`src/rtl/m68k_bus_initiator_if.sv`:
```
// Request side and 68000-style bus side of the bus-master sequencer.
// master = the initiator, slave = requester plus board responder.
interface m68k_bus_initiator_if;
  logic        i_REQ;
  logic [22:0] i_ADDR;
  logic        i_WE;
  logic [1:0]  i_BE;
  logic [15:0] i_WDATA;
  logic        o_BUSY;
  logic        o_ACK;
  logic        o_ERR;
  logic [15:0] o_RDATA;
  logic [22:0] o_A;
  logic        o_AS_n;
  logic        o_UDS_n;
  logic        o_LDS_n;
  logic        o_RW;
  logic [15:0] o_D;
  logic        o_D_OE;
  logic [15:0] i_D;
  logic        i_DTACK_n;
  logic        i_BERR_n;

  modport master (
    input  i_REQ, i_ADDR, i_WE, i_BE, i_WDATA,
    input  i_D, i_DTACK_n, i_BERR_n,
    output o_BUSY, o_ACK, o_ERR, o_RDATA,
    output o_A, o_AS_n, o_UDS_n, o_LDS_n,
    output o_RW, o_D, o_D_OE
  );

  modport slave (
    output i_REQ, i_ADDR, i_WE, i_BE, i_WDATA,
    output i_D, i_DTACK_n, i_BERR_n,
    input  o_BUSY, o_ACK, o_ERR, o_RDATA,
    input  o_A, o_AS_n, o_UDS_n, o_LDS_n,
    input  o_RW, o_D, o_D_OE
  );
endinterface

```
`src/rtl/m68k_bus_initiator.sv`:
```
// Bus-master sequencer: request/ack in, asynchronous 68000 bus cycles out.
// DTACK/BERR are synchronised; a watchdog aborts cycles nobody answers.
module m68k_bus_initiator #(
  parameter int TIMEOUT     = 64,
  parameter int SYNC_STAGES = 2
) (
  input logic i_CLK,
  input logic i_RST,
  m68k_bus_initiator_if.master bus
);

  typedef enum logic [2:0] {
    S_IDLE,
    S_ADDR,
    S_STROBE,
    S_WAIT,
    S_LATCH,
    S_END,
    S_RECOVER,
    S_ERRDONE
  } state_t;

  localparam logic [7:0] TO_LAST = 8'(TIMEOUT - 1);

  state_t state, nxt;

  logic [SYNC_STAGES-1:0] dtack_sr, berr_sr;
  logic dtack_s, berr_s;

  logic [7:0]  cnt, cnt_d;
  logic        we_q, we_d;
  logic [1:0]  be_q, be_d;
  logic [22:0] a_q, a_d;
  logic [15:0] d_q, d_d;
  logic [15:0] rdata_q, rdata_d;
  logic as_q, as_d;
  logic uds_q, uds_d;
  logic lds_q, lds_d;
  logic rw_q, rw_d;
  logic oe_q, oe_d;
  logic busy_q, busy_d;
  logic ack_q, ack_d;
  logic err_q, err_d;
  logic fin, fin_err;

  always_ff @(posedge i_CLK) begin
    if (i_RST) begin
      dtack_sr <= '1;
      berr_sr  <= '1;
    end else begin
      dtack_sr <= {dtack_sr[SYNC_STAGES-2:0], bus.i_DTACK_n};
      berr_sr  <= {berr_sr[SYNC_STAGES-2:0], bus.i_BERR_n};
    end
  end

  assign dtack_s = dtack_sr[SYNC_STAGES-1];
  assign berr_s  = berr_sr[SYNC_STAGES-1];

  always_ff @(posedge i_CLK) begin
    if (i_RST) begin
      state   <= S_IDLE;
      cnt     <= '0;
      we_q    <= 1'b0;
      be_q    <= '0;
      a_q     <= '0;
      d_q     <= '0;
      rdata_q <= '0;
      as_q    <= 1'b1;
      uds_q   <= 1'b1;
      lds_q   <= 1'b1;
      rw_q    <= 1'b1;
      oe_q    <= 1'b0;
      busy_q  <= 1'b0;
      ack_q   <= 1'b0;
      err_q   <= 1'b0;
    end else begin
      state   <= nxt;
      cnt     <= cnt_d;
      we_q    <= we_d;
      be_q    <= be_d;
      a_q     <= a_d;
      d_q     <= d_d;
      rdata_q <= rdata_d;
      as_q    <= as_d;
      uds_q   <= uds_d;
      lds_q   <= lds_d;
      rw_q    <= rw_d;
      oe_q    <= oe_d;
      busy_q  <= busy_d;
      ack_q   <= ack_d;
      err_q   <= err_d;
    end
  end

  always_comb begin
    nxt     = state;
    cnt_d   = cnt;
    we_d    = we_q;
    be_d    = be_q;
    a_d     = a_q;
    d_d     = d_q;
    rdata_d = rdata_q;
    as_d    = as_q;
    uds_d   = uds_q;
    lds_d   = lds_q;
    rw_d    = rw_q;
    oe_d    = oe_q;
    busy_d  = busy_q;
    ack_d   = 1'b0;
    err_d   = err_q;
    fin     = 1'b0;
    fin_err = 1'b0;

    unique case (state)
      S_IDLE: begin
        // busy_q is still high for one cycle after an ERRDONE ack
        busy_d = 1'b0;
        if (bus.i_REQ && !busy_q) begin
          busy_d = 1'b1;
          we_d   = bus.i_WE;
          be_d   = bus.i_BE;
          if (bus.i_BE == 2'b00) begin
            nxt = S_ERRDONE;
          end else begin
            nxt  = S_ADDR;
            a_d  = bus.i_ADDR;
            rw_d = !bus.i_WE;
            if (bus.i_WE) begin
              d_d  = bus.i_WDATA;
              oe_d = 1'b1;
            end
          end
        end
      end
      S_ADDR: begin
        nxt  = S_STROBE;
        as_d = 1'b0;
        if (!we_q) begin
          uds_d = !be_q[1];
          lds_d = !be_q[0];
        end
      end
      S_STROBE: begin
        nxt   = S_WAIT;
        cnt_d = '0;
        if (we_q) begin
          uds_d = !be_q[1];
          lds_d = !be_q[0];
        end
      end
      S_WAIT: begin
        cnt_d = cnt + 8'd1;
        if (!berr_s) begin
          fin     = 1'b1;
          fin_err = 1'b1;
        end else if (!dtack_s) begin
          nxt = S_LATCH;
        end else if (cnt == TO_LAST) begin
          fin     = 1'b1;
          fin_err = 1'b1;
        end
      end
      S_LATCH: begin
        if (!we_q) rdata_d = bus.i_D;
        fin = 1'b1;
      end
      S_END: begin
        nxt = S_RECOVER;
      end
      S_RECOVER: begin
        if (dtack_s && berr_s) begin
          nxt    = S_IDLE;
          busy_d = 1'b0;
        end
      end
      S_ERRDONE: begin
        nxt   = S_IDLE;
        ack_d = 1'b1;
        err_d = 1'b1;
      end
      default: begin
        nxt = S_IDLE;
      end
    endcase

    if (fin) begin
      nxt   = S_END;
      as_d  = 1'b1;
      uds_d = 1'b1;
      lds_d = 1'b1;
      oe_d  = 1'b0;
      rw_d  = 1'b1;
      ack_d = 1'b1;
      err_d = fin_err;
    end
  end

  assign bus.o_BUSY  = busy_q;
  assign bus.o_ACK   = ack_q;
  assign bus.o_ERR   = err_q;
  assign bus.o_RDATA = rdata_q;
  assign bus.o_A     = a_q;
  assign bus.o_AS_n  = as_q;
  assign bus.o_UDS_n = uds_q;
  assign bus.o_LDS_n = lds_q;
  assign bus.o_RW    = rw_q;
  assign bus.o_D     = d_q;
  assign bus.o_D_OE  = oe_q;

endmodule
```
`src/flat_wrapper.sv`:
```
// flat-port wrapper written by rule: the top's interface ports become plain ports
module m68k_bus_initiator_flat 
#(
  parameter int TIMEOUT     = 64,
  parameter int SYNC_STAGES = 2
)
  (i_CLK, i_RST, bus_i_REQ, bus_i_ADDR, bus_i_WE, bus_i_BE, bus_i_WDATA, bus_i_D, bus_i_DTACK_n, bus_i_BERR_n, bus_o_BUSY, bus_o_ACK, bus_o_ERR, bus_o_RDATA, bus_o_A, bus_o_AS_n, bus_o_UDS_n, bus_o_LDS_n, bus_o_RW, bus_o_D, bus_o_D_OE);
  m68k_bus_initiator_if bus_i ();
  input logic i_CLK;
  input logic i_RST;
  input wire logic [$bits(bus_i.i_REQ)-1:0] bus_i_REQ;
  input wire logic [$bits(bus_i.i_ADDR)-1:0] bus_i_ADDR;
  input wire logic [$bits(bus_i.i_WE)-1:0] bus_i_WE;
  input wire logic [$bits(bus_i.i_BE)-1:0] bus_i_BE;
  input wire logic [$bits(bus_i.i_WDATA)-1:0] bus_i_WDATA;
  input wire logic [$bits(bus_i.i_D)-1:0] bus_i_D;
  input wire logic [$bits(bus_i.i_DTACK_n)-1:0] bus_i_DTACK_n;
  input wire logic [$bits(bus_i.i_BERR_n)-1:0] bus_i_BERR_n;
  output wire logic [$bits(bus_i.o_BUSY)-1:0] bus_o_BUSY;
  output wire logic [$bits(bus_i.o_ACK)-1:0] bus_o_ACK;
  output wire logic [$bits(bus_i.o_ERR)-1:0] bus_o_ERR;
  output wire logic [$bits(bus_i.o_RDATA)-1:0] bus_o_RDATA;
  output wire logic [$bits(bus_i.o_A)-1:0] bus_o_A;
  output wire logic [$bits(bus_i.o_AS_n)-1:0] bus_o_AS_n;
  output wire logic [$bits(bus_i.o_UDS_n)-1:0] bus_o_UDS_n;
  output wire logic [$bits(bus_i.o_LDS_n)-1:0] bus_o_LDS_n;
  output wire logic [$bits(bus_i.o_RW)-1:0] bus_o_RW;
  output wire logic [$bits(bus_i.o_D)-1:0] bus_o_D;
  output wire logic [$bits(bus_i.o_D_OE)-1:0] bus_o_D_OE;
  assign bus_i.i_REQ = bus_i_REQ;
  assign bus_i.i_ADDR = bus_i_ADDR;
  assign bus_i.i_WE = bus_i_WE;
  assign bus_i.i_BE = bus_i_BE;
  assign bus_i.i_WDATA = bus_i_WDATA;
  assign bus_i.i_D = bus_i_D;
  assign bus_i.i_DTACK_n = bus_i_DTACK_n;
  assign bus_i.i_BERR_n = bus_i_BERR_n;
  assign bus_o_BUSY = bus_i.o_BUSY;
  assign bus_o_ACK = bus_i.o_ACK;
  assign bus_o_ERR = bus_i.o_ERR;
  assign bus_o_RDATA = bus_i.o_RDATA;
  assign bus_o_A = bus_i.o_A;
  assign bus_o_AS_n = bus_i.o_AS_n;
  assign bus_o_UDS_n = bus_i.o_UDS_n;
  assign bus_o_LDS_n = bus_i.o_LDS_n;
  assign bus_o_RW = bus_i.o_RW;
  assign bus_o_D = bus_i.o_D;
  assign bus_o_D_OE = bus_i.o_D_OE;
  m68k_bus_initiator #(.TIMEOUT(TIMEOUT), .SYNC_STAGES(SYNC_STAGES)) u_core (.i_CLK(i_CLK), .i_RST(i_RST), .bus(bus_i));
endmodule
```
`config.mk`:
```
export PLATFORM = sky130hd
export DESIGN_NAME = m68k_bus_initiator_flat
export DESIGN_NICKNAME = d
export VERILOG_FILES = /design/src/rtl/m68k_bus_initiator_if.sv /design/src/rtl/m68k_bus_initiator.sv /design/src/flat_wrapper.sv
export SDC_FILE = /design/constraint.sdc
export NUM_CORES = 1
export LEC_CHECK = 0
export BUFFER_PORTS_ARGS = -buffer_cell sky130_fd_sc_hd__buf_2
export CAP_MARGIN = 40
export CORE_UTILIZATION = 48
export DETAILED_ROUTE_END_ITERATION = 10
export PLACE_DENSITY = 0.79
export SETUP_SLACK_MARGIN = 0.05
export SYNTH_ARGS = -nofsm -noshare
export SYNTH_HDL_FRONTEND = slang
export SYNTH_SLANG_ARGS = --single-unit
```
`constraint.sdc`:
```
create_clock -name i_CLK -period 2.48 [get_ports i_CLK]
set_input_delay 0.124 -clock i_CLK [delete_from_list [all_inputs] [get_ports i_CLK]]
set_output_delay 0.124 -clock i_CLK [all_outputs]
set_load 0.03 [all_outputs]
```
---- Yosys cells after proc, flatten, opt, wreduce, memory -nomap -nowiden ----
Cells that the tools add are included.
cells by class
  add/subtract/negate cells ............... 1
  equal/unequal tests ..................... 18
  mux-type cells .......................... 26
  bitwise logic cells ..................... 2
  reduce and logical (&&, ||, !) cells .... 23
operators by type and width
  kind                   count
  $pmux W3 S7            1
  $mux W3                6
  $pmux W8 S2            1
  $mux W1                14
  $eq A3 B3 Y1 const B   4
  $reduce_and A5 Y1      2
  $ne A3 B1 Y1 const B   3
  $add A8 B1 Y8 const B  1
  $eq A8 B6 Y1 const B   1
  $ne A2 B1 Y1 const B   4
  $pmux W1 S2            4
  $reduce_bool A2 Y1     4
  $reduce_bool A8 Y1     1
  $reduce_bool A7 Y1     1
  $eq A3 B2 Y1 const B   2
  $reduce_and A2 Y1      3
  $reduce_and A3 Y1      2
  $logic_not A1 Y1       4
  $ne A2 B2 Y1 const B   2
  $reduce_and A4 Y1      1
  $eq A3 B1 Y1 const B   1
  $logic_not A3 Y1       1
  $ne A3 B3 Y1 const B   1
  $logic_and A1 B1 Y1    2
  3 further kinds        4
storage, ports and cells
  bits in registers ....................... 81
  input bits .............................. 63
  output and inout port bits .............. 63

---- Logic depth before layout (Yosys ltp) ----
Gate-level depths: netlist of run 1.
  depth after elaboration ................. 7
  mapped depth ............................ 8

---- Worst setup path after synthesis of run 1 ----
OpenSTA, ideal clock, no wires.
  kind .................................... register to register
  from .................................... register u_core.state[1]
  to ...................................... register u_core.d_q[10], in the netlist u_core.bus.o_D[10]
  setup time .............................. 0.128 ns
  arrival time ............................ 1.854 ns
  data required time ...................... 2.352 ns
  path slack .............................. 0.498 ns
  cell stages (with the launch flop) ...... 9
  buffers on the path ..................... 4
  period minus slack after synthesis ...... 1.982 ns
  cells stage by stage .................... dfxtp_1 > buf_6 > or4b_4 > buf_6 > nor4b_4 > buf_6 > buf_12 > mux2i_1 > nor2_1
on the way
  word-level cells in the longest chain between the ends .. 2
ends and longest elaborated chain
  item                         line                       RTL
  start: declaration           m68k_bus_initiator.sv:25   state_t state, nxt;
  start signal: assignment     m68k_bus_initiator.sv:77   state <= nxt;
  $logic_not A3 Y1             m68k_bus_initiator.sv:114  unique case (state)
  $reduce_and A4 Y1 (no line)  --
  end signal: assignment       m68k_bus_initiator.sv:66   d_q <= '0;
  end signal: assignment       m68k_bus_initiator.sv:82   d_q <= d_d;
  end: declaration             m68k_bus_initiator.sv:34   logic [15:0] d_q, d_d;
Every way passes these cells.
A chain may end at the register's enable or synchronous reset.

---- Worst setup path in the final report of run 1 ----
  from .................................... register u_core.state[1]
  to ...................................... register u_core.d_q[8], in the netlist u_core.bus.o_D[8]
The elaborated chain is that of the path after synthesis.

==> flow_metrics.py, run 1 <==
metrics = {
    "grt": {
        "grt_pass1_wl_um": 11090,
        "grt_max_degree": 41,
        "grt_use_total_pct": 19.22,
        "grt-ovfl-total": 0,
        "first_global_vias": 2599,
        "antenna_found_initial": 0,
    },
    "sta": {
        "final_max_slew_viol_count": 0,
        "final_hold_viol_count": 0,
        "fmax_mhz": 518.1,
        "finClkSkew_ns": 0.01113,
        "rsz0062_at_grt": "false",
        "tightest_slew_ns": 0.7056,
        "fin_ws_ns": 0.5500,
        "max_slew_margin_pct": 52.96,
        "fin_tns_setup_ns": 0,
        "period_needed_ns": 1.930,
        "setup-violations-final": 0,
        "finalCritPeriodShare_pct": 77.82,
    },
    "die": {
        "fp.dieH_um": 83.52,
        "rows": 29,
        "core_area_um2": 6386,
        "initial_core_util_pct": 49.94,
        "ios": 126,
        "die_w_um": 83.52,
        "dieArea_um2": 6975,
    },
    "placement": {
        "dpl.hpwl_um": 4831,
        "placed_cells": 535,
        "gp_congestion": 0.7937,
        "dp_slack_ns": 0.5514,
        "placed_area_um2": 3851,
        "port_buffers": 125,
    },
    "route": {
        "drtIter0Drc": 111,
        "wl_per_cell_um": 12.09,
        "drc_errors": 0,
        "wl_um": 6699,
        "vias": 2784,
        "ant_nets": 0,
        "firstDrtPassIters": 4,
        "vias_per_cell": 5.025,
    },
    "yosys": {
        "synth_edf_count": 0,
        "syn_area_um2": 3189,
        "yosys_warnings": 0,
        "synth_area_leaders": "dfxtp_1 51%, mux2i_1 12%, nor2_1 6.7%",
        "synth_nets": 412,
        "synth_cell_type_count": 45,
        "syn_inst": 348,
        "ys_seq_elements": 81,
        "yosys_most_used_dff": "dfxtp_1",
        "synth.top_cell.area_share_pct": 50.84,
        "synth_top_area_cell": "dfxtp_1",
        "ys_seq_area_share_pct": 50.84,
        "syn_area_per_cell_um2": 9.165,
        "async_flop_share_pct": 0,
    },
    "outcome": {
        "status": "complete, no violations",
    },
    "worst_setup_path": {
        "ff2ff_setup_slack_ns": 0.55,
        "cp_max_fo": 18,
        "r2r_end": "u_core.bus.o_D[8]",
        "setup.worst_path.start": "u_core.state[1]",
        "ff2ff_path_depth": 5,
        "crit_type": "reg -> reg",
        "arrival_ns": 2.14,
        "worstPathRequired_ns": 2.69,
        "cp-start-kind": "register",
        "r2r_start": "u_core.state[1]",
        "endpoint_kind": "register",
    },
    "min_path": {
        "whs_endpoint": "u_core.bus.o_RDATA[5]",
        "hold_path_depth": 3,
        "hp-start": "bus_i_D[5]",
        "hold_class": "in -> reg",
    },
    "clocking": {
        "cts_tree": "done",
        "cts_root_buf": "clkbuf_8",
        "clock_path_buffers": 2,
        "clock-sinks": 81,
        "clkTransAtPathRegs_ns": 0.09,
        "htreeDepth": 3,
        "worstSkewPairLatency_ns": 0.34,
        "numCtsBuffers": 9,
    },
    "power_and_ir_drop": {
        "p_clk_share_pct": 31.4,
        "combPwrFrac_pct": 24.1,
        "seqPwrFrac_pct": 44.5,
        "switchingPower_mw": 1.010,
        "p_int_mw": 2.276,
        "ir_drop_mv": 0.4567,
        "powerDensity_nw_per_um2": 801.6,
        "power.leakage_nw": 1.806,
        "p_sw_share_pct": 30.73,
    },
    "layout": {
        "finalNetCount": 536,
        "drive_above_1_share_pct": 33.54,
        "antennaDiodeCount": 0,
        "synthToLayoutAreaGrowth_pct": 28.56,
        "finalInstanceArea_um2": 4100,
        "stdcell_count": 554,
    },
    "run": {
        "drv_cap": 0,
    },
}
## stage by stage
stage          hold slack (ns)  power (mW)  utilization (%)
4_1_cts               0.001528       3.316            64.05
5_1_grt               0.001433       3.455            64.20
2_1_floorplan           0.2278       2.087                -
3_5_place_dp            0.3108       2.284            60.31
6_report              0.009850       3.287            64.20
3_3_place_gp            0.3110       2.263            60.19
## routing by layer
metal / share of wire [%] / up-vias / wire (um) / global-route usage [%]
li1: - / 1427 / - / -
met1: 45 / 1273 / 3003 / 21.95
met2: 49 / 76 / 3299 / 34.58
met3: 4.6 / 8 / 309 / 5.143
met4: 1.3 / 0 / 86 / 6.626
met5: 0 / - / 0 / 0
## layout make-up
type,instances,area [um2]
inverter,2,7.507
fill,562,2286
clock buffer,9,123.9
sequential,81,1622
tap,77,96.34
timing repair buffer,137,735.7
clock inverter,7,95.09
multi-input combinational,241,1420
## worst max-delay path, cell delays in order (launching register included)
cell and delay [ns]:
dfxtp_1 0.32, or4b_4 0.60, nor4b_4 0.26, buf_4 0.34, mux2i_1 0.23, nor2_1 0.05
## power by group through the flow
stage               Sequential, mW  Clock (mW)  Combinational (mW)
floorplan                     1.65           0               0.435
global placement              1.49           0               0.775
detailed placement            1.49           0               0.792
CTS                           1.46        1.06               0.795
global route                  1.48        1.12               0.858
finish                        1.46        1.03               0.791
## synth_stat cells, types with 2 or more instances
cell / instances
a31oi_1: 2
mux2i_1: 39
nand3b_1: 2
nand3_1: 5
nor3_1: 3
or3_1: 5
o21ai_0: 8
inv_1: 2
dfxtp_1: 81
nand2b_1: 5
and2_1: 4
clkbuf_1: 17
or2_2: 5
a21oi_1: 35
and4_1: 2
nand2_1: 44
buf_6: 5
nor2_1: 57
## cells by family after synthesis
group | share of synthesized area, %
xor gates and xnor gates | 0.2747
adders and majority gates | 0.3922
and+or+nand+nor | 21.15
AOI/OAI and AO/OA | 10.32
muxes | 12.24
buffers and inverters | 4.786
DFF | 50.84
## registers in the layout, summed over array words and instances (netlist names)
register            count
u_core.bus.o_RDATA     16
u_core.cnt              8
u_core.bus.o_AS_n       1
u_core.bus.o_ACK        1
u_core.we_q             1
u_core.bus.o_BUSY       1
u_core.berr_sr          2
u_core.bus.o_D_OE       1
u_core.state            3
u_core.bus.o_ERR        1
u_core.bus.o_LDS_n      1
u_core.be_q             2
u_core.dtack_sr         2
u_core.bus.o_RW         1
u_core.bus.o_D         16
u_core.bus.o_UDS_n      1
u_core.bus.o_A         23
## how the worst max path moves through the flow
stage / endpoint / slack, ns
2_1_floorplan: u_core.bus.o_D[10] / 0.50
3_3_place_gp: u_core.bus.o_D[8] / 0.60
3_5_place_dp: u_core.bus.o_D[11] / 0.55
4_1_cts: u_core.bus.o_D[9] / 0.55
5_1_grt: u_core.bus.o_D[12] / 0.42
6_report: u_core.bus.o_D[8] / 0.55
## cell usage in the layout (no fill, tap or decap), types with 3 or more instances in the layout
master,instances
nand2b_1,5
and2_1,4
buf_4,8
dfxtp_1,81
o21ai_0,8
a21oi_1,35
clkbuf_8,9
nor2_1,57
dlygate4sd3_1,3
buf_2,125
or3_1,5
or2_2,5
nand3_1,5
mux2i_1,39
nand2_1,44
## timing repair
action / CTS / global route
setup buffers: 0 / 0
hold endpoints to repair: 2 / 1
gates resized for setup: 0 / 0
hold buffers: 2 / 1
Note: power is estimated with default switching activity, not from simulation.
==> run 2: changes to the inputs <==
==> constraint.sdc (replaced) <==
create_clock -name i_CLK -period 2 [get_ports i_CLK]
set_input_delay 0.1 -clock i_CLK [delete_from_list [all_inputs] [get_ports i_CLK]]
set_output_delay 0.1 -clock i_CLK [all_outputs]
set_load 0.03 [all_outputs]
==> flow_metrics.py, run 2 (synthesized netlist as in run 1, its figures left out) <==
metrics = {
    "sta": {
        "finClkSkew_ns": 0.007636,
        "final_hold_viol_count": 0,
        "tightest_slew_ns": 0.4105,
        "setup-violations-final": 0,
        "rsz0062_at_grt": "false",
        "period_needed_ns": 1.844,
        "final_max_slew_viol_count": 0,
        "whs_ns": 0.007041,
        "max_slew_margin_pct": 72.53,
        "fin_ws_ns": 0.1556,
        "finalCritPeriodShare_pct": 92.22,
        "fin_tns_setup_ns": 0,
        "fmax_mhz": 542.2,
    },
    "grt": {
        "antenna_found_initial": 0,
        "grt_max_degree": 40,
        "grt-ovfl-total": 0,
        "first_global_vias": 2846,
        "grt_use_total_pct": 22.96,
        "grt_pass1_wl_um": 12970,
    },
    "layout": {
        "finalNetCount": 577,
        "final_cell_mix": "125 x buf_2, 81 x dfxtp_1, 57 x nor2_1, 44 x nand2_1, 42 x dlygate4sd3_1",
        "antennaDiodeCount": 0,
        "finalInstanceArea_um2": 4493,
        "synthToLayoutAreaGrowth_pct": 40.88,
        "largest_reg_flops": 23,
        "final_common_cell": "buf_2",
        "drive_above_1_share_pct": 30.89,
        "nFillCells": 504,
    },
    "worst_setup_path": {
        "worstPathRequired_ns": 2.21,
        "arrival_ns": 2.06,
        "endpoint_kind": "register",
        "cp_max_fo": 18,
        "crit_type": "reg -> reg",
        "cp-start-kind": "register",
    },
    "die": {
        "fp.dieH_um": 83.52,
        "initial_core_util_pct": 49.94,
        "die_w_um": 83.52,
        "ios": 126,
        "dieArea_um2": 6975,
        "core_area_um2": 6386,
        "rows": 29,
    },
    "min_path": {
        "hold_class": "in -> reg",
    },
    "placement": {
        "dpl.hpwl_um": 4735,
        "dp_slack_ns": 0.2154,
        "placed_area_um2": 3879,
        "port_buffers": 125,
        "gp_congestion": 0.7787,
    },
    "route": {
        "vias_per_cell": 4.970,
        "drtIter0Drc": 127,
        "wl_um": 7815,
        "drc_errors": 0,
        "vias": 2957,
        "firstDrtPassIters": 4,
        "ant_nets": 0,
        "wl_per_cell_um": 13.13,
    },
    "clocking": {
        "clock_path_buffers": 2,
        "post_cts_buffers": 0,
        "htreeDepth": 3,
        "cts_root_buf": "clkbuf_8",
        "clock-sinks": 81,
        "clkTransAtPathRegs_ns": 0.08,
        "cts_tree": "done",
        "worstSkewPairLatency_ns": 0.33,
        "numCtsBuffers": 9,
    },
    "run": {
        "drv_cap": 0,
    },
    "power_and_ir_drop": {
        "power.leakage_nw": 1.972,
        "ir_drop_mv": 0.7554,
        "powerDensity_nw_per_um2": 899.9,
    },
    "outcome": {
        "status": "complete, no violations",
    },
}
==> run 2: cell count changes in the layout (fill, tap and decap cells not counted), sizes merged <==
cell / delta
clkbuf: +4
clkinvlp: -1
bufinv: -1
buf: +2
dlygate4sd3: +39
clkinv: -2
==> run 2: critical path, stage by stage (launching register included) <==
cell and delay [ns]:
dfxtp_1 0.32, or4b_4 0.59, nor4b_4 0.29, buf_12 0.22
mux2i_1 0.24, nor2_1 0.06
==> run 2: through the flow <==
stage / utilization (%) / power (mW) / std cells
after floorplan: - / 2.586 / 348
after global placement: 60.74 / 2.820 / 537
after detailed placement: 60.74 / 2.842 / 537
after CTS: 70.28 / 4.053 / 595
after global routing: 70.36 / 4.238 / 595
final: 70.36 / 4.043 / 595
==> run 2: where the power goes <==
part | internal [mW] | switching, mW
Sequential | 1.74 | 0.0843
Clock | 0.610 | 0.544
Combinational | 0.438 | 0.623
Total | 2.79 | 1.25
==> run 2: routing by layer <==
layer	up-vias	GRT usage, %	wire length (um)
li1	1511	-	-
met5	-	0	0
met3	10	5.737	390
met2	88	39.64	3796
met4	0	7.704	119
met1	1348	28.00	3508
==> run 2: cell type report <==
type / instances / area [um2] / share of cell area [%]
clock buffer: 13 / 148.9 / 3.314
inverter: 2 / 7.507 / 0.1671
multi-input combinational: 241 / 1425 / 31.72
tap: 77 / 96.34 / 2.144
timing repair buffer: 178 / 1154 / 25.68
clock inverter: 3 / 40.04 / 0.8911
sequential: 81 / 1622 / 36.09
==> run 2: final timing paths <==
| check | startpoint | end | slack (ns) | cells after the start |
|---|---|---|---|---|
| hold reg to reg | u_core.dtack_sr[0] | u_core.dtack_sr[1] | 0.41 | 1 |
| setup / recovery | u_core.state[1] | u_core.bus.o_D[8] | 0.16 | 5 |
| setup reg to reg | u_core.state[1] | u_core.bus.o_D[8] | 0.16 | 5 |
| hold / removal | bus_i_WDATA[14] | u_core.bus.o_D[14] | 0.007 | 3 |
==> run 2: timing repair <==
action	4_1_cts	5_1_grt
endpoints found under the setup margin	0	5
hold endpoints to repair	42	0
resized for setup	0	1
hold buffers	42	0
